**src/rtl/ro_freq_counter.sv**
```systemverilog
// ro_freq_counter: gated edge counter for the ring-oscillator taps.
// Selects one of five oscillator taps, synchronises it into wb_clk_i,
// lets the oscillator settle, then counts rising edges over a
// programmable gate window and reports a saturating count.
module ro_freq_counter #(
   parameter int COUNT_W       = 16,
   parameter int GATE_W        = 16,
   parameter int SETTLE_CYCLES = 8
) (
   input  logic               wb_clk_i,
   input  logic               wb_rst_ni,
   input  logic [4:0]         ro_in_i,
   input  logic [2:0]         sel_i,
   input  logic [GATE_W-1:0]  gate_len_i,
   input  logic               start_i,
   output logic               ro_start_o,
   output logic               busy_o,
   output logic               done_o,
   output logic               err_o,
   output logic [COUNT_W-1:0] count_o,
   output logic               overflow_o
);

   localparam int SW = $clog2(SETTLE_CYCLES);

   typedef enum logic [1:0] {
      IDLE,
      SETTLE,
      GATE,
      DONE
   } state_t;

   state_t             state;
   logic [2:0]         sel_q;
   logic [GATE_W-1:0]  gate_rem;
   logic [SW-1:0]      settle_cnt;
   logic [COUNT_W-1:0] edge_cnt;
   logic               sat;
   logic               tap;
   logic               sync1;
   logic               sync2;
   logic               sync3;
   logic               edge_det;
   logic [COUNT_W-1:0] cnt_next;
   logic               sat_next;

   // Tap multiplexer driven by the latched selection; unused codes read as 0.
   always_comb begin
      tap = 1'b0;
      case (sel_q)
         3'd0:    tap = ro_in_i[0];
         3'd1:    tap = ro_in_i[1];
         3'd2:    tap = ro_in_i[2];
         3'd3:    tap = ro_in_i[3];
         3'd4:    tap = ro_in_i[4];
         default: tap = 1'b0;
      endcase
   end

   // Two-flop synchroniser plus a delay flop for rising-edge detection; runs in every state.
   always_ff @(posedge wb_clk_i or negedge wb_rst_ni) begin
      if (!wb_rst_ni) begin
         sync1 <= 1'b0;
         sync2 <= 1'b0;
         sync3 <= 1'b0;
      end else begin
         sync1 <= tap;
         sync2 <= sync1;
         sync3 <= sync2;
      end
   end

   assign edge_det = sync2 & ~sync3;

   // Saturating increment of the edge counter; an increment attempted at max sets the flag.
   always_comb begin
      cnt_next = edge_cnt;
      sat_next = sat;
      if (edge_det) begin
         if (edge_cnt == {COUNT_W{1'b1}}) begin
            sat_next = 1'b1;
         end else begin
            cnt_next = edge_cnt + 1'b1;
         end
      end
   end

   // Measurement sequencer: IDLE -> SETTLE -> GATE -> DONE, with all outputs registered.
   always_ff @(posedge wb_clk_i or negedge wb_rst_ni) begin
      if (!wb_rst_ni) begin
         state      <= IDLE;
         sel_q      <= 3'd0;
         gate_rem   <= '0;
         settle_cnt <= '0;
         edge_cnt   <= '0;
         sat        <= 1'b0;
         ro_start_o <= 1'b0;
         busy_o     <= 1'b0;
         done_o     <= 1'b0;
         err_o      <= 1'b0;
         count_o    <= '0;
         overflow_o <= 1'b0;
      end else begin
         done_o <= 1'b0;
         err_o  <= 1'b0;
         case (state)
            IDLE: begin
               if (start_i) begin
                  if ((sel_i <= 3'd4) && (gate_len_i != '0)) begin
                     sel_q      <= sel_i;
                     gate_rem   <= gate_len_i;
                     settle_cnt <= '0;
                     ro_start_o <= 1'b1;
                     busy_o     <= 1'b1;
                     state      <= SETTLE;
                  end else begin
                     err_o <= 1'b1;
                  end
               end
            end
            SETTLE: begin
               if (settle_cnt == SW'(SETTLE_CYCLES - 1)) begin
                  edge_cnt <= '0;
                  sat      <= 1'b0;
                  state    <= GATE;
               end else begin
                  settle_cnt <= settle_cnt + 1'b1;
               end
            end
            GATE: begin
               edge_cnt <= cnt_next;
               sat      <= sat_next;
               if (gate_rem == GATE_W'(1)) begin
                  count_o    <= cnt_next;
                  overflow_o <= sat_next;
                  done_o     <= 1'b1;
                  ro_start_o <= 1'b0;
                  state      <= DONE;
               end else begin
                  gate_rem <= gate_rem - 1'b1;
               end
            end
            DONE: begin
               busy_o <= 1'b0;
               state  <= IDLE;
            end
            default: begin
               state <= IDLE;
            end
         endcase
      end
   end

endmodule

```
**config.mk**
```make
export PLATFORM = sky130hd
export DESIGN_NAME = ro_freq_counter
export DESIGN_NICKNAME = d
export VERILOG_FILES = /design/src/rtl/ro_freq_counter.sv
export SDC_FILE = /design/constraint.sdc
export NUM_CORES = 1
export LEC_CHECK = 0
export CORE_UTILIZATION = 35
export DETAILED_ROUTE_END_ITERATION = 16
export PLACE_DENSITY_LB_ADDON = 0.3
export SLEW_MARGIN = 20
export SYNTH_ARGS = -nofsm -noshare
export SYNTH_HDL_FRONTEND = slang
export SYNTH_SLANG_ARGS = --single-unit
export TNS_END_PERCENT = 1
```
**constraint.sdc**
```tcl
create_clock -name wb_clk_i -period 7.52 [get_ports wb_clk_i]
set_clock_uncertainty 0.15 [all_clocks]
set_input_delay 1.128 -clock wb_clk_i [delete_from_list [all_inputs] [get_ports wb_clk_i]]
set_output_delay 1.128 -clock wb_clk_i [all_outputs]
set_load 0.01 [all_outputs]
```
## Word level (Yosys, flattened, before mapping)

Cells that the tools add are included.

| operators by class | value |
|---|---|
| bitwise operators | 2 |
| equal/unequal tests | 16 |
| reductions and logical operators | 16 |
| $add $sub $neg | 3 |
| $lt $le $gt $ge | 1 |
| muxes and demuxes | 32 |

Operator list:

| kind | number |
|---|---|
| $mux 16 | 6 |
| $pmux 16 s2 | 2 |
| $add 16x1->16 const B | 1 |
| $eq 16x1->1 const B | 1 |
| $eq 16x16->1 const B | 1 |
| $reduce_and 4->1 | 4 |
| $reduce_bool 16->1 | 1 |
| $sub 16x1->16 const B | 1 |
| $ne 2x2->1 const B | 6 |
| $mux 1 | 11 |
| $mux 3 | 3 |
| $mux 2 | 4 |
| $pmux 2 s4 | 1 |
| $reduce_bool 2->1 | 4 |
| $eq 3x2->1 const B | 2 |
| $eq 3x3->1 const B | 2 |
| $pmux 1 s2 | 3 |
| $pmux 3 s2 | 1 |
| $reduce_and 3->1 | 2 |
| $pmux 1 s5 | 1 |
| $eq 2x2->1 const B | 2 |
| $reduce_and 2->1 | 2 |
| $add 3x1->3 const B | 1 |
| $eq 3x1->1 const B | 1 |
| other kinds (7) | 7 |

| word-level totals | value |
|---|---|
| register bits | 65 |
| word-level logic and storage cells | 85 |

## Longest topological paths before layout

| depth | value |
|---|---|
| word-level depth | 5 |
| mapped depth | 9 |

## Worst setup path before layout

No wires, ideal clock.

| timing | value |
|---|---|
| kind | input to register |
| start | input port gate_len_i[6] |
| end | register gate_rem[1] |
| arrival | 2.834 ns |
| required time | 7.246 ns |
| cell stages on the path | 6 |
| slack | 4.412 ns |
| library setup time | 0.124 ns |
| cells stage by stage | or4_4 -> o41a_4 -> a22oi_4 -> buf_6 -> o41ai_1 -> a211o_1 |

| on the way | value |
|---|---|
| word-level cells in the longest chain between the ends | 4 |

RTL lines:

| what | line | source |
|---|---|---|
| start: declaration | 14 | `input logic [GATE_W-1:0] gate_len_i,` |
| $reduce_bool 16->1 | 109 | `if ((sel_i <= 3'd4) && (gate_len_i != '0)) begin` |
| $logic_and 1x1->1 | 109 |  |
| $ne 2x2->1 (no source line) | n/a |  |
| $reduce_and 4->1 (no source line) | n/a |  |
| end signal: assignment | 111 | `gate_rem <= gate_len_i;` |
| end signal: assignment | 140 | `gate_rem <= gate_rem - 1'b1;` |
| end: declaration | 35 | `logic [GATE_W-1:0] gate_rem;` |

Every way passes these cells.
A chain may end at the register's enable or synchronous reset.

## Worst setup path in the final report

| timing | value |
|---|---|
| start | input port gate_len_i[6] |
| end | register state[1] |

| on the way | value |
|---|---|
| word-level cells in the longest chain between the ends | 4 |

RTL lines:

| what | line | source |
|---|---|---|
| $reduce_bool 16->1 | 109 |  |
| $logic_and 1x1->1 | 109 |  |
| $ne 2x2->1 (no source line) | n/a |  |
| $reduce_and 4->1 (no source line) | n/a |  |
| end signal: assignment | 115 | `state <= SETTLE;` |
| end signal: assignment | 125 | `state <= GATE;` |
| end signal: assignment | 138 | `state <= DONE;` |
| end: declaration | 33 | `state_t state;` |

Every way passes these cells.

==> metrics <==
status=complete, no violations; die area=11700 sq um; post-CTS setup buffer count=0; Gate power share=between 30% and 40%; Routed WL=9890 microns; Die Y-Extent=between 100 and 150 microns; clock share of power=28.3%; RSZ-0062 raised after global routing=no; Remaining DRCs=0; largest cells by area after synthesis=dfrtp_1, nand2_1, o21ai_0; CTS tree=built; post-route clock period utilization=46.5%; first-pass GRT wire length=about 17000 microns; DR vias=3448; clock latency on the worst-skew pair=~330 ps; port bufs=47; # H-tree levels=3; Seq pwr share=roughly a third; Switch Pwr=630 uW; Main synth FF type=dfrtp_1; antenna-violating nets left=0; Synth Register Bits=65; number of global-route vias before repair=3325; Relative slew margins=between 30% and 40%; antenna violations before repair=0; CP Launch Type=primary input; Synth Net Count=around 470; post-synth top area share=approximately two fifths; Worst-path clk slew=50 ps; post-DR wirelength/cell=about 16 microns; synth unique cells=70; Clock Sinks=65; Int Power=a little under 1000 uW; crit-path max FO=14; layout cells sized above 1=around 8.4%; synthesized cell area=between 3000 and 4000 sq um; Pleak=roughly 0.0019 uW; ANT cells=0; max_cap viols=0; CP required=between 7000 and 8000 ps; 1st-iter DRT viols=about 140; Syn Area/Cell=approximately 9.2 sq um; Final Max Slew Viols=0; placer congestion estimate=~0.84; Ys Warns=0; Clock Root Buffer=clkbuf_16; Final Setup Violations=0; dpl cell area=about 4500 sq um; achievable clock frequency=286 MHz; Final Hold Violating Endpoints=0; setup TNS=0 ps; IO Pins=48; Post-synth ARST share=between 90% and 100%; largest net degree at the start of global routing=66; total clock buffers created by CTS=9; Rows=38; top cells by count, synth=dfrtp_1, nand2_1, nor2_1, o21ai_0, a21oi_1; post-DP HPWL=about 6900 microns; fill cell count=1132; Starting Density=between 30% and 40%; peak supply drop=between 0.1 and 0.15 mV; Hold Buf Count CTS=0; Core Area=around 11000 sq um; post-DR vias/cell=5.62; Period minus WS final=between 3000 and 4000 ps; Pwr per Cell Area=336 nW/um^2; Area Overhead vs Synth=21.1%; CP Class=in -> reg; Post-layout nets=around 510; worst hold slack=between 200 and 250 ps; fin util=a little over two fifths; Synth area leader=dfrtp_1; CTS Buffer Depth=2; drt first pass iters=4; most numerous cell in the Yosys netlist=dfrtp_1; worst-margin pin slew=approximately 990 ps; fraction of power spent switching nets=between 30 and 40%; Post-Layout Inst Area=around 4800 sq um; Die W=between 100 and 150 microns; All-Layer GR Usage=18.2%; Data arrival, critical path=3550 ps; Critical Path Sink Type=flop; worst min path class=reg -> reg; sequential share of the synthesized area=41.2%; number of flops mapped to enable cells by yosys=0; gr ovfl total=0; Mapped Cells=between 400 and 500; cts repair resizes=0
-- worst paths after layout --
check / endpoint / start / slack (ps) / cells past startpoint
hold reg to reg: sync2 / sync1 / 200 / 0
setup reg to reg: gate_rem[4] / gate_rem[6] / 4780 / 5
hold / removal: sync2 / sync1 / 200 / 0
max in group asynchronous: settle_cnt[0] / wb_rst_ni / 5810 / 2
min in group asynchronous: edge_cnt[12] / wb_rst_ni / 830 / 2
setup / recovery: state[1] / gate_len_i[6] / 4030 / 6
-- worst max-delay path, cell delays in order --
cell and delay (ps):
clkdlybuf4s50_1 420, or4_4 550, o41a_4 600, a21oi_4 390, nor3_1 130, mux2_1 320
-- flip-flops by register name, indices dropped and copies added (netlist names), 2 cells and up --
name and count:
edge_cnt 16, sel_q 3, gate_rem 16, count_o 16, settle_cnt 3, state 2
-- cell type report --
| cell class | instances | area, sq um | share of cell area [%] |
|---|---|---|---|
| clock buffer | 11 | 243 | 5.08 |
| multi-input combinational | 331 | 2120 | 44.3 |
| tap | 140 | 175 | 3.67 |
| clock inverter | 5 | 78.8 | 1.65 |
| sequential | 65 | 1630 | 34.0 |
| inverter | 11 | 41.3 | 0.864 |
| timing repair buffer | 51 | 495 | 10.4 |
-- through the flow --
| step | setup slack [ps] | std cells | total power [uW] |
|---|---|---|---|
| after floorplan | 4410 | 431 | 996 |
| after global placement | 3740 | 598 | 1130 |
| after detailed placement | 3700 | 598 | 1150 |
| after CTS | 4050 | 614 | 1610 |
| after global routing | 3970 | 614 | 1710 |
| final | 4030 | 614 | 1610 |
-- power groups by stage --
| stage | clock, uW | combinational, uW | sequential, uW |
|---|---|---|---|
| final | 454 | 613 | 539 |
| after global routing | 476 | 683 | 552 |
| after CTS | 462 | 611 | 536 |
| after detailed placement | 0 | 608 | 542 |
| after global placement | 0 | 595 | 539 |
| after floorplan | 0 | 495 | 501 |
-- cells by family after synthesis --
family | share of synthesized area (%)
adder cells (fa/ha/maj) | 2.85
buffers and inverters | 5.10
flip-flops | 41.2
AND/OR/NAND/NOR | 24.3
multiplexers | 2.12
AO/OA/AOI/OAI | 21.3
XOR/XNOR | 3.11
-- layout by cell type (no fill, tap or decap), types with 6 or more instances in the layout --
cell type        synthesis  routed
xnor2_1                 10      10
o21ai_0                 34      34
nand2b_1                 8       8
nand4_1                  9       9
ha_1                     9       9
nor3_1                   9       9
a211o_1                  6       6
nand3_1                 18      18
clkbuf_16                0       9
clkdlybuf4s50_1          0      46
nor4_1                   8       8
a21oi_1                 21      21
nand2_1                 53      53
inv_1                   11      11
nor2_1                  34      34
a31oi_1                 12      12
dfrtp_1                 65      65
-- metal layers --
layer	GRT usage, %	share of wire, %
met1	23.7	46
met2	29.2	46
met3	3.98	5.7
met4	7.53	1.9
met5	0	0
Power figures use the tool's default switching activity.
